**src/rtl/seven_segment_pkg.sv**
```systemverilog
// Shared definitions for the seven-segment scanner: glyph table, blank pattern,
// capture FSM encoding and a one-hot helper.
package seven_segment_pkg;

  typedef enum logic [1:0] {
    ST_SETTLING = 2'd0,
    ST_COUNTING = 2'd1,
    ST_CAPTURED = 2'd2
  } scan_state_e;

  localparam logic [6:0] SEG_BLANK = 7'b1111111;

  // Entry n is the active-low {a,b,c,d,e,f,g} pattern that shows hex digit n.
  localparam logic [15:0][6:0] GLYPH_TABLE = {
    7'b0111000, 7'b0110000, 7'b1000010, 7'b1110010,
    7'b1100000, 7'b0001000, 7'b0000100, 7'b0000000,
    7'b0001111, 7'b0100000, 7'b0100100, 7'b1001100,
    7'b0000110, 7'b0010010, 7'b1001111, 7'b0000001
  };

  function automatic logic is_onehot4(input logic [3:0] v);
    return (v != 4'b0000) && ((v & (v - 4'b0001)) == 4'b0000);
  endfunction

endpackage

```
**src/rtl/seven_segment_glyph_decode.sv**
```systemverilog
// Combinational lookup of an active-low segment pattern into a hex nibble,
// flagging table hits and the all-off blank pattern.
module seven_segment_glyph_decode
  import seven_segment_pkg::*;
(
  input  logic [6:0] segment,
  output logic       is_glyph,
  output logic       is_blank,
  output logic [3:0] nibble
);

  logic [15:0] match_s;

  // Table patterns are unique, so OR-encoding the hit index is exact.
  always_comb begin
    match_s = 16'h0000;
    nibble  = 4'h0;
    for (int i = 0; i < 16; i++) begin
      match_s[i] = (segment == GLYPH_TABLE[i]);
      nibble     = nibble | (match_s[i] ? 4'(i) : 4'h0);
    end
    is_glyph = |match_s;
    is_blank = (segment == SEG_BLANK);
  end

endmodule

```
**src/rtl/seven_segment_scanner_decoder.sv**
```systemverilog
// Recovers the four hex digits shown on a multiplexed seven-segment display by
// watching its anode and segment drive lines.
module seven_segment_scanner_decoder
  import seven_segment_pkg::*;
#(
  parameter int STABLE_CYCLES = 64,
  parameter int STALE_CYCLES  = 1048576
) (
  input  logic        CLK,
  input  logic        reset,
  input  logic [3:0]  anode,
  input  logic [6:0]  segment,
  output logic [15:0] digits,
  output logic [3:0]  digit_valid,
  output logic        update,
  output logic [7:0]  error_count
);

  localparam int STAB_W = $clog2(STABLE_CYCLES);
  localparam logic [STAB_W-1:0] STAB_LAST = STAB_W'(STABLE_CYCLES - 1);
  localparam logic [STAB_W-1:0] STAB_ONE  = STAB_W'(1);
  localparam int STALE_W = $clog2(STALE_CYCLES + 1);
  localparam logic [STALE_W-1:0] STALE_MAX = STALE_W'(STALE_CYCLES);
  localparam logic [STALE_W-1:0] STALE_PRE = STALE_W'(STALE_CYCLES - 1);
  localparam logic [STALE_W-1:0] STALE_ONE = STALE_W'(1);

  logic [10:0]        sync1_r, sync2_r, prev_r;
  scan_state_e        state_r;
  logic [STAB_W-1:0]  stab_cnt_r;
  logic [STALE_W-1:0] stale_cnt_r [4];
  logic [15:0]        digits_r;
  logic [3:0]         valid_r;
  logic               update_r;
  logic [7:0]         error_count_r;

  logic        changed_s, onehot_s, capture_s;
  logic [3:0]  cap_mask_s, stale_expire_s, valid_nxt_s;
  logic [15:0] digits_nxt_s;
  logic [7:0]  err_nxt_s;
  logic        is_glyph_s, is_blank_s;
  logic [3:0]  nibble_s;

  seven_segment_glyph_decode u_decode (
    .segment  (sync2_r[6:0]),
    .is_glyph (is_glyph_s),
    .is_blank (is_blank_s),
    .nibble   (nibble_s)
  );

  // Two-flop synchroniser on {anode, segment} plus the previous-sample copy.
  always_ff @(posedge CLK or posedge reset) begin
    if (reset) begin
      sync1_r <= 11'd0;
      sync2_r <= 11'd0;
      prev_r  <= 11'd0;
    end else begin
      sync1_r <= {anode, segment};
      sync2_r <= sync1_r;
      prev_r  <= sync2_r;
    end
  end

  // Capture fires once, on the cycle the stability count completes.
  always_comb begin
    changed_s  = (sync2_r != prev_r);
    onehot_s   = is_onehot4(sync2_r[10:7]);
    capture_s  = !changed_s && onehot_s && (state_r != ST_CAPTURED) && (stab_cnt_r == STAB_LAST);
    cap_mask_s = capture_s ? sync2_r[10:7] : 4'b0000;
    for (int i = 0; i < 4; i++) begin
      stale_expire_s[i] = (stale_cnt_r[i] == STALE_PRE);
    end
  end

  // Stability FSM; a non-one-hot anode freezes the count instead of advancing it.
  always_ff @(posedge CLK or posedge reset) begin
    if (reset) begin
      state_r    <= ST_SETTLING;
      stab_cnt_r <= '0;
    end else if (changed_s) begin
      state_r    <= ST_SETTLING;
      stab_cnt_r <= '0;
    end else begin
      case (state_r)
        ST_SETTLING, ST_COUNTING: begin
          if (!onehot_s) begin
            state_r <= state_r;
          end else if (stab_cnt_r == STAB_LAST) begin
            state_r <= ST_CAPTURED;
          end else begin
            state_r    <= ST_COUNTING;
            stab_cnt_r <= stab_cnt_r + STAB_ONE;
          end
        end
        ST_CAPTURED: state_r <= ST_CAPTURED;
        default: begin
          state_r    <= ST_SETTLING;
          stab_cnt_r <= '0;
        end
      endcase
    end
  end

  // Next display state; a capture on a digit takes priority over its stale expiry.
  always_comb begin
    digits_nxt_s = digits_r;
    valid_nxt_s  = valid_r;
    for (int i = 0; i < 4; i++) begin
      if (cap_mask_s[i]) begin
        if (is_glyph_s) begin
          digits_nxt_s[4*i +: 4] = nibble_s;
          valid_nxt_s[i]         = 1'b1;
        end else begin
          valid_nxt_s[i] = 1'b0;
        end
      end else if (stale_expire_s[i]) begin
        valid_nxt_s[i] = 1'b0;
      end else begin
        valid_nxt_s[i] = valid_r[i];
      end
    end
    if (capture_s && !is_glyph_s && !is_blank_s && (error_count_r != 8'hFF)) begin
      err_nxt_s = error_count_r + 8'd1;
    end else begin
      err_nxt_s = error_count_r;
    end
  end

  // Per-digit stale counters saturate at the limit until the next capture.
  always_ff @(posedge CLK or posedge reset) begin
    if (reset) begin
      for (int i = 0; i < 4; i++) stale_cnt_r[i] <= '0;
    end else begin
      for (int i = 0; i < 4; i++) begin
        if (cap_mask_s[i]) begin
          stale_cnt_r[i] <= '0;
        end else if (stale_cnt_r[i] != STALE_MAX) begin
          stale_cnt_r[i] <= stale_cnt_r[i] + STALE_ONE;
        end else begin
          stale_cnt_r[i] <= stale_cnt_r[i];
        end
      end
    end
  end

  // Registered outputs and the change pulse.
  always_ff @(posedge CLK or posedge reset) begin
    if (reset) begin
      digits_r      <= 16'h0000;
      valid_r       <= 4'b0000;
      update_r      <= 1'b0;
      error_count_r <= 8'd0;
    end else begin
      digits_r      <= digits_nxt_s;
      valid_r       <= valid_nxt_s;
      update_r      <= (digits_nxt_s != digits_r) || (valid_nxt_s != valid_r);
      error_count_r <= err_nxt_s;
    end
  end

  assign digits      = digits_r;
  assign digit_valid = valid_r;
  assign update      = update_r;
  assign error_count = error_count_r;

endmodule

```
**config.mk**
```make
export PLATFORM = sky130hd
export DESIGN_NAME = seven_segment_scanner_decoder
export DESIGN_NICKNAME = d
export VERILOG_FILES = /design/src/rtl/seven_segment_pkg.sv /design/src/rtl/seven_segment_glyph_decode.sv /design/src/rtl/seven_segment_scanner_decoder.sv
export SDC_FILE = /design/constraint.sdc
export NUM_CORES = 1
export LEC_CHECK = 0
export ABC_AREA = 0
export CAP_MARGIN = 20
export CORE_MARGIN = 4
export CORE_UTILIZATION = 55
export CTS_CLUSTER_DIAMETER = 60
export DETAILED_ROUTE_END_ITERATION = 6
export HOLD_SLACK_MARGIN = 0.05
export PLACE_DENSITY_LB_ADDON = 0.08
export SKIP_CTS_REPAIR_TIMING = 1
export SLEW_MARGIN = 10
export SYNTH_ARGS = -nofsm -noshare
export SYNTH_HDL_FRONTEND = slang
export SYNTH_HIERARCHICAL = 1
export SYNTH_SLANG_ARGS = --single-unit
```
**constraint.sdc**
```tcl
create_clock -name CLK -period 12.45 [get_ports CLK]
set_input_delay 2.49 -clock CLK [delete_from_list [all_inputs] [get_ports CLK]]
set_output_delay 2.49 -clock CLK [all_outputs]
set_load 0.01 [all_outputs]
```
==> impl_metrics.ini, run 1 <==
[run_status]
outcome = completed

[sta]
maxSlewHeadroom_pct = 35.8
slew_viol_final = 0
fmaxAchievable_mhz = 251
period_minus_slack_ns = 3.99
hold_viol = 0
hold_ws_ns = 0.347
rsz0062_at_grt = false
finalSetupViolations = 0
period_share_pct = 32.0
tns_ns = 0
clock_skew_ns = 0.00906
worst_pin_slew_ns = 0.958

[routing]
num_vias = 5437
ant_nets = 0
drt_iter0_drc = 439
dr.pass1.iters = 5
drc = 0
detail_route.wl_per_cell_um = 16.0
viasPerCell = 5.60
wl_mm = 15.5

[floorplan]
num_rows = 42
start_util_pct = 56.5
die-area_um2 = 15600
ioPinCount = 42
core_area_um2 = 13300
fp.dieH_um = 125
die_w_um = 125

[setup_path]
required_ns = 12.86
crit_type = input port to async pin
path_max_fanout = 78
worstSetupEndpointType = async pin
rrSetupSlack_ns = 9.00
worstRegToRegCells = 10
r2r-start = sync2_r[5]
r2r_end = error_count[7]
startpoint_type = input port
worstPathArrival_ns = 4.40

[synthesis]
synth_area_leaders = dfrtp_1 51%, xor2_1 8.6%, nor2_1 5.4%, xnor2_1 3.7%, nand2_1 3.3%
syn_nets = 764
ys_seq_area_share_pct = 51.1
synth-edff-count = 0
synth_seq_cells = 154
avgSynthCellArea_um2 = 10.2
yosysWarnings = 6
syn_area_um2 = 7540
netlist.area_leader.share_pct = 51.1
syn_inst = 741
synth_cell_types = 62
synth.largest_area_cell = dfrtp_1
async_flop_share_pct = 100
ys.flop_type = dfrtp_1

[cells_and_area]
layout.nets = 805
final_cell_mix = 154 x dfrtp_1, 109 x nor2_1, 74 x xor2_1
multi_input_area_um2 = 3480
utilization_pct = 65.5
n_fill_cell = 1048
ff_latch_area_um2 = 3850
area_growth_pct = 16.0
antenna_cells = 0
drive_gt1_share_pct = 9.06
final_common_cell = dfrtp_1

[power_and_ir_drop]
p_per_area_nw_per_um2 = 128
p_sw_uw = 236
clockPowerShare_pct = 51.1
power.leakage_uw = 0.00380
p_comb_share_pct = 2.8
pwr-share-seq_pct = 46.0
p_sw_share_pct = 21.2
p_int_uw = 880
peakVddDrop_mv = 0.141
p_total_uw = 1120

[clock_network]
cts_root_buffer = clkbuf_16
clk_path_buf_depth = 2
cts_buffers = 17
path_clk_slew_ns = 0.06
tritoncts = done
cts_sinks = 154
htree_levels = 4
clock_latency_ns = 0.42

[hold_path]
holdCritStartpoint = sync1_r[2]
hp-class = flip-flop to flip-flop
holdPathEnd = sync2_r[2]
hold_path_depth = 0

[grt]
grt_pass1_wl_mm = 27.1
grt_usage_pct = 21.0
grt_pass1_vias = 5421
grt.overflow.total = 0
grt_max_degree = 79
antenna_found_initial = 0

[flow_run]
maxCapViolations = 0

[placed_design]
place_congestion = 0.843
portBuffers = 41
place_hpwl_mm = 10.6
==> cells in the mapped netlist (all sizes together), types with 14 or more instances <==
cell type and number:
nor4 19, mux2 15, clkbuf 14, dfrtp 154, xor2 74, inv 20, nor3 17, nand3 44
nor2 112, nand4 21, o21ai 24, nand2 68, xnor2 32
==> worst max-delay path by stage <==
stage	startpoint	end	slack, ns	depth (start not counted)
2_1_floorplan	reset	digit_valid[0]	5.81	1
3_3_place_gp	reset	stab_cnt_r[5]	7.96	3
3_5_place_dp	reset	stab_cnt_r[5]	7.92	3
4_1_cts	reset	error_count[7]	8.37	3
5_1_grt	reset	error_count[2]	8.13	3
6_report	reset	sync2_r[8]	8.46	3
==> logic make-up (layout without fill, tap and decap cells) <==
logic type,count (synthesis),count (layout),share of synthesized area (%)
flip-flops,154,154,51.1
AND/OR/NAND/NOR,344,344,23.5
XOR/XNOR,106,106,12.3
adder cells (fa/ha/maj),10,10,1.66
multiplexers,23,23,3.30
buffers and inverters,45,99,2.92
AO/OA/AOI/OAI,59,59,5.21
==> per-stage QoR <==
step,setup WS (ns),std cells,area (µm²)
6_report,8.46,971,8750
5_1_grt,8.13,971,8750
4_1_cts,8.37,971,8750
3_5_place_dp,7.92,939,8090
3_3_place_gp,7.96,939,8090
2_1_floorplan,5.81,741,7540
==> power by group through the flow <==
stage | logic, µW | clock network, µW | registers (µW)
floorplan | 26.0 | 0 | 518
CTS | 32.6 | 583 | 514
global route | 35.8 | 609 | 515
global placement | 31.4 | 0 | 523
finish | 31.6 | 571 | 514
detailed placement | 32.2 | 0 | 523
==> layout make-up <==
class / instances / share of cell area, %
Multi-Input combinational cell: 542 / 39.8
Inverter: 20 / 0.916
Timing Repair Buffer: 47 / 5.21
Clock buffer: 19 / 5.06
Sequential cell: 154 / 44.1
Tap cell: 176 / 2.52
Clock inverter: 13 / 2.47
==> metal layers <==
layer	GRT usage, %	vias up	share of wire, %
met5	0	-	0
met4	5.04	0	1.0
met3	4.90	16	3.4
met2	34.5	86	50
met1	28.7	2712	45
li1	-	2623	-
==> registers in the layout, indices dropped and copies added, names as in the netlist, 2 cells and up <==
signal and cells:
state_r 2, stale_cnt_r 84, sync2_r 11, digits 16, digit_valid 4, prev_r 11
error_count 8, sync1_r 11, stab_cnt_r 6
==> worst max-delay path, stage by stage <==
cell             delay [ns]
clkdlybuf4s50_1        0.47
inv_6                  0.52
buf_4                  0.87
(Power assumes the default switching activity.)
==> run 2, diff against run 1 <==
==> constraint.sdc (replaced) <==
create_clock -name CLK -period 3.7 [get_ports CLK]
set_input_delay 0.74 -clock CLK [delete_from_list [all_inputs] [get_ports CLK]]
set_output_delay 0.74 -clock CLK [all_outputs]
set_load 0.01 [all_outputs]
==> impl_metrics.ini, run 2 (synthesis gave the netlist of run 1 again) <==
[run_status]
outcome = completed

[cells_and_area]
area_growth_pct = 15.5
final_common_cell = dfrtp_1
antenna_cells = 0
largest_reg_flops = 84
drive_gt1_share_pct = 9.28
final_cell_mix = 154 x dfrtp_1, 109 x nor2_1, 74 x xor2_1
top_register = stale_cnt_r
layout.nets = 807

[placed_design]
place_hpwl_mm = 10.8
portBuffers = 41
place_ws_ns = 0.494
place_congestion = 0.832

[floorplan]
die-area_um2 = 15600
die_w_um = 125
start_util_pct = 56.5
ioPinCount = 42
num_rows = 42
fp.dieH_um = 125
core_area_um2 = 13300

[setup_path]
required_ns = 3.98
worstPathArrival_ns = 3.52
crit_start = sync2_r[0]
startpoint_type = flip-flop
endpoint = update
r2r-start = sync2_r[0]
worstRegToRegCells = 10
worstSetupEndpointType = flip-flop
r2r_end = update
path_max_fanout = 15
rrSetupSlack_ns = 0.46
crit_type = flip-flop to flip-flop

[hold_path]
hp-class = flip-flop to flip-flop
holdCritStartpoint = sync1_r[1]

[sta]
maxSlewHeadroom_pct = 37.5
hold_viol = 0
setup_ws_ns = 0.460
fmaxAchievable_mhz = 309
period_minus_slack_ns = 3.24
period_share_pct = 87.6
rsz0062_at_grt = false
tns_ns = 0
slew_viol_final = 0
finalSetupViolations = 0
clock_skew_ns = 0.0107
worst_pin_slew_ns = 0.928

[routing]
viasPerCell = 5.62
drc = 0
dr.pass1.iters = 4
num_vias = 5471
drt_iter0_drc = 381
ant_nets = 0
wl_mm = 15.7
detail_route.wl_per_cell_um = 16.1

[clock_network]
path_clk_slew_ns = 0.06
cts_buffers = 17
cts_sinks = 154
clk_path_buf_depth = 2
clock_latency_ns = 0.43
cts_root_buffer = clkbuf_16
htree_levels = 4
tritoncts = done

[grt]
grt_pass1_vias = 5569
grt.overflow.total = 0
grt_usage_pct = 21.3
antenna_found_initial = 0
grt_pass1_wl_mm = 27.2
grt_max_degree = 65

[power_and_ir_drop]
p_int_uw = 2700
p_comb_share_pct = 3.1
peakVddDrop_mv = 0.311
p_total_uw = 3510
pwr-share-seq_pct = 49.2
power.leakage_uw = 0.00378
p_sw_uw = 810
p_per_area_nw_per_um2 = 404
p_sw_share_pct = 23.1
clockPowerShare_pct = 47.7

[flow_run]
maxCapViolations = 0
-- run 2: changes by cell type in the layout (fill, tap and decap cells not counted), sizes merged --
cell,previous run,this run
inv,22,23
buf,6,8
bufinv,5,1
clkinv,3,6
-- run 2: how the worst min path moves through the flow --
stage | to | slack, ns | cells past startpoint
floorplan | sync2_r[0] | 0.33 | 0
global placement | sync2_r[0] | 0.33 | 0
detailed placement | sync2_r[6] | 0.34 | 0
CTS | sync2_r[6] | 0.35 | 0
global route | sync2_r[3] | 0.36 | 0
finish | sync2_r[1] | 0.35 | 0
-- run 2: cell type report --
type	count	area, µm²
fill	1081	4640
sequential	154	3850
multi-input combinational	542	3480
timing repair buffer	49	495
clock buffer	19	443
tap	176	220
clock inverter	13	135
inverter	20	78.8
-- run 2: metrics by stage --
| step | utilization [%] | cells | cell area [µm²] | hold slack, ns |
|---|---|---|---|---|
| after global routing | 65.2 | 973 | 8700 | 0.362 |
| after CTS | 65.2 | 973 | 8700 | 0.349 |
| final | 65.2 | 973 | 8700 | 0.349 |
| after global placement | 60.9 | 941 | 8130 | 0.333 |
| after detailed placement | 60.9 | 941 | 8130 | 0.336 |
| after floorplan | - | 741 | 7540 | 0.331 |
-- run 2: worst max-delay path, cell delays in order (launching register included) --
cell and delay, ns:
dfrtp_1 0.55, or3_4 0.48, a21oi_1 0.13, a31oi_1 0.06, o221ai_1 0.50, inv_1 0.23
a22o_1 0.26, o41ai_1 0.38, nand3_1 0.14, a32oi_1 0.22, o2111ai_1 0.14
-- run 2: per-layer routing --
metal / global-route usage (%) / up-vias / part of all wire (%)
met2: 34.5 / 92 / 48
met3: 5.46 / 26 / 4.3
met5: 0 / - / 0
met1: 27.9 / 2719 / 46
met4: 7.78 / 0 / 2.1
li1: - / 2634 / -
-- run 2: power by group through the flow --
stage	combinational, µW	sequential [µW]	clock (µW)
global route	124	1730	1800
floorplan	87.8	1740	0
CTS	111	1730	1720
detailed placement	110	1760	0
global placement	108	1760	0
finish	108	1730	1680
==> run 3, diff against run 2 <==
--- a/config.mk
+++ b/config.mk
@@ -9,6 +9,7 @@
 export CAP_MARGIN = 20
 export CORE_MARGIN = 4
 export CORE_UTILIZATION = 55
+export CTS_BUF_LIST = sky130_fd_sc_hd__clkbuf_4 sky130_fd_sc_hd__clkbuf_8
 export CTS_CLUSTER_DIAMETER = 60
 export DETAILED_ROUTE_END_ITERATION = 6
 export HOLD_SLACK_MARGIN = 0.05
==> constraint.sdc (replaced) <==
create_clock -name CLK -period 2.8 [get_ports CLK]
set_input_delay 0.56 -clock CLK [delete_from_list [all_inputs] [get_ports CLK]]
set_output_delay 0.56 -clock CLK [all_outputs]
set_load 0.01 [all_outputs]
==> impl_metrics.ini, run 3 (synthesis gave the netlist of run 1 again) <==
[grt]
grt.overflow.total = 0
grt_pass1_vias = 5405
antenna_found_initial = 0
grt_pass1_wl_mm = 26.2
grt_max_degree = 131
grt_usage_pct = 20.3

[clock_network]
clk_path_buf_depth = 2
cts_root_buffer = clkbuf_8
tritoncts = done
cts_sinks = 154
path_clk_slew_ns = 0.08
cts_buffers = 17
htree_levels = 4
clock_latency_ns = 0.45

[sta]
tns_ns = 0
rsz0062_at_grt = false
hold_ws_ns = 0.353
fmaxAchievable_mhz = 386
period_share_pct = 92.5
maxSlewHeadroom_pct = 54.5
finalSetupViolations = 0
slew_viol_final = 0
hold_viol = 0
worst_pin_slew_ns = 0.682
clock_skew_ns = 0.0162
period_minus_slack_ns = 2.59

[setup_path]
startpoint_type = flip-flop
r2r_end = update
r2r-start = sync2_r[6]
worstRegToRegCells = 13
crit_type = flip-flop to flip-flop
crit_start = sync2_r[6]
rrSetupSlack_ns = 0.21
path_max_fanout = 10
worstSetupEndpointType = flip-flop
required_ns = 3.11
endpoint = update
worstPathArrival_ns = 2.90

[placed_design]
post_dp_cell_area_um2 = 8240
place_congestion = 0.846
place_hpwl_mm = 10.6
portBuffers = 41

[floorplan]
fp.dieH_um = 125
die_w_um = 125
num_rows = 42
start_util_pct = 56.5
ioPinCount = 42
die-area_um2 = 15600
core_area_um2 = 13300

[cells_and_area]
antenna_cells = 0
drive_gt1_share_pct = 12.2
top_register = stale_cnt_r
final_cell_area_um2 = 8710
area_growth_pct = 15.5
largest_reg_flops = 84
layout.nets = 824
utilization_pct = 65.2
final_cell_mix = 151 x dfrtp_1, 109 x nor2_1, 74 x xor2_1
final_common_cell = dfrtp_1

[power_and_ir_drop]
p_per_area_nw_per_um2 = 489
p_total_uw = 4260
power.leakage_uw = 0.00380
peakVddDrop_mv = 0.339

[flow_run]
maxCapViolations = 0

[routing]
ant_nets = 0
wl_mm = 15.1
drc = 0
num_vias = 5465
detail_route.wl_per_cell_um = 15.3
dr.pass1.iters = 5
drt_iter0_drc = 391
viasPerCell = 5.52

[run_status]
outcome = completed

[hold_path]
hp-class = flip-flop to flip-flop
## run 3: cell count changes in the layout (fill, tap and decap cells not counted), sizes merged
cell,before,now
buf,8,25
bufinv,1,4
clkbuf,19,18
clkinv,6,7
clkinvlp,3,2
inv,23,21
## run 3: per-layer routing
layer,up-vias,track usage [%],share of wire [%],wire (µm)
met3,12,5.46,4.1,617
met4,0,4.59,0.65,99
met1,2685,27.2,46,6950
li1,2669,-,-,-
met5,-,0,0,0
met2,99,33.5,49,7460
## run 3: how the worst min path moves through the flow
stage,from,end,slack [ns],cells past startpoint
6_report,sync1_r[10],sync2_r[10],0.35,0
5_1_grt,sync1_r[6],sync2_r[6],0.36,0
4_1_cts,sync1_r[10],sync2_r[10],0.36,0
3_5_place_dp,sync1_r[7],sync2_r[7],0.34,0
3_3_place_gp,sync1_r[5],sync2_r[5],0.33,0
2_1_floorplan,sync1_r[0],sync2_r[0],0.33,0
## run 3: where the power goes
| group | internal, µW | switching (µW) |
|---|---|---|
| clock | 987 | 835 |
| sequential | 2250 | 25.3 |
| combinational | 62.5 | 101 |
## run 3: layout make-up
cell class              instances  area (µm²)
well taps                     176         220
flip-flops and latches        154        3860
clock buffers                  18         241
inverters                      20        78.8
multi-input cells             542        3500
clock inverters                14         195
fillers                      1072        4640
repair buffers                 66         611
## run 3: stage by stage
step,cells,setup slack (ns)
after global placement,958,0.192
after global routing,990,0.00960
final,990,0.210
after floorplan,741,0.0996
after detailed placement,958,0.120
after CTS,990,0.102
## run 3: critical path, stage by stage, from the launching register on
cell       delay, ns
dfrtp_1         0.39
buf_4           0.18
nor2_2          0.15
mux2_2          0.18
o21ai_1         0.06
o41ai_2         0.23
buf_4           0.23
xnor2_1         0.12
nand3_1         0.10
o31a_1          0.24
a21oi_1         0.13
nand3_1         0.09
a32oi_1         0.22
o2111ai_1       0.13
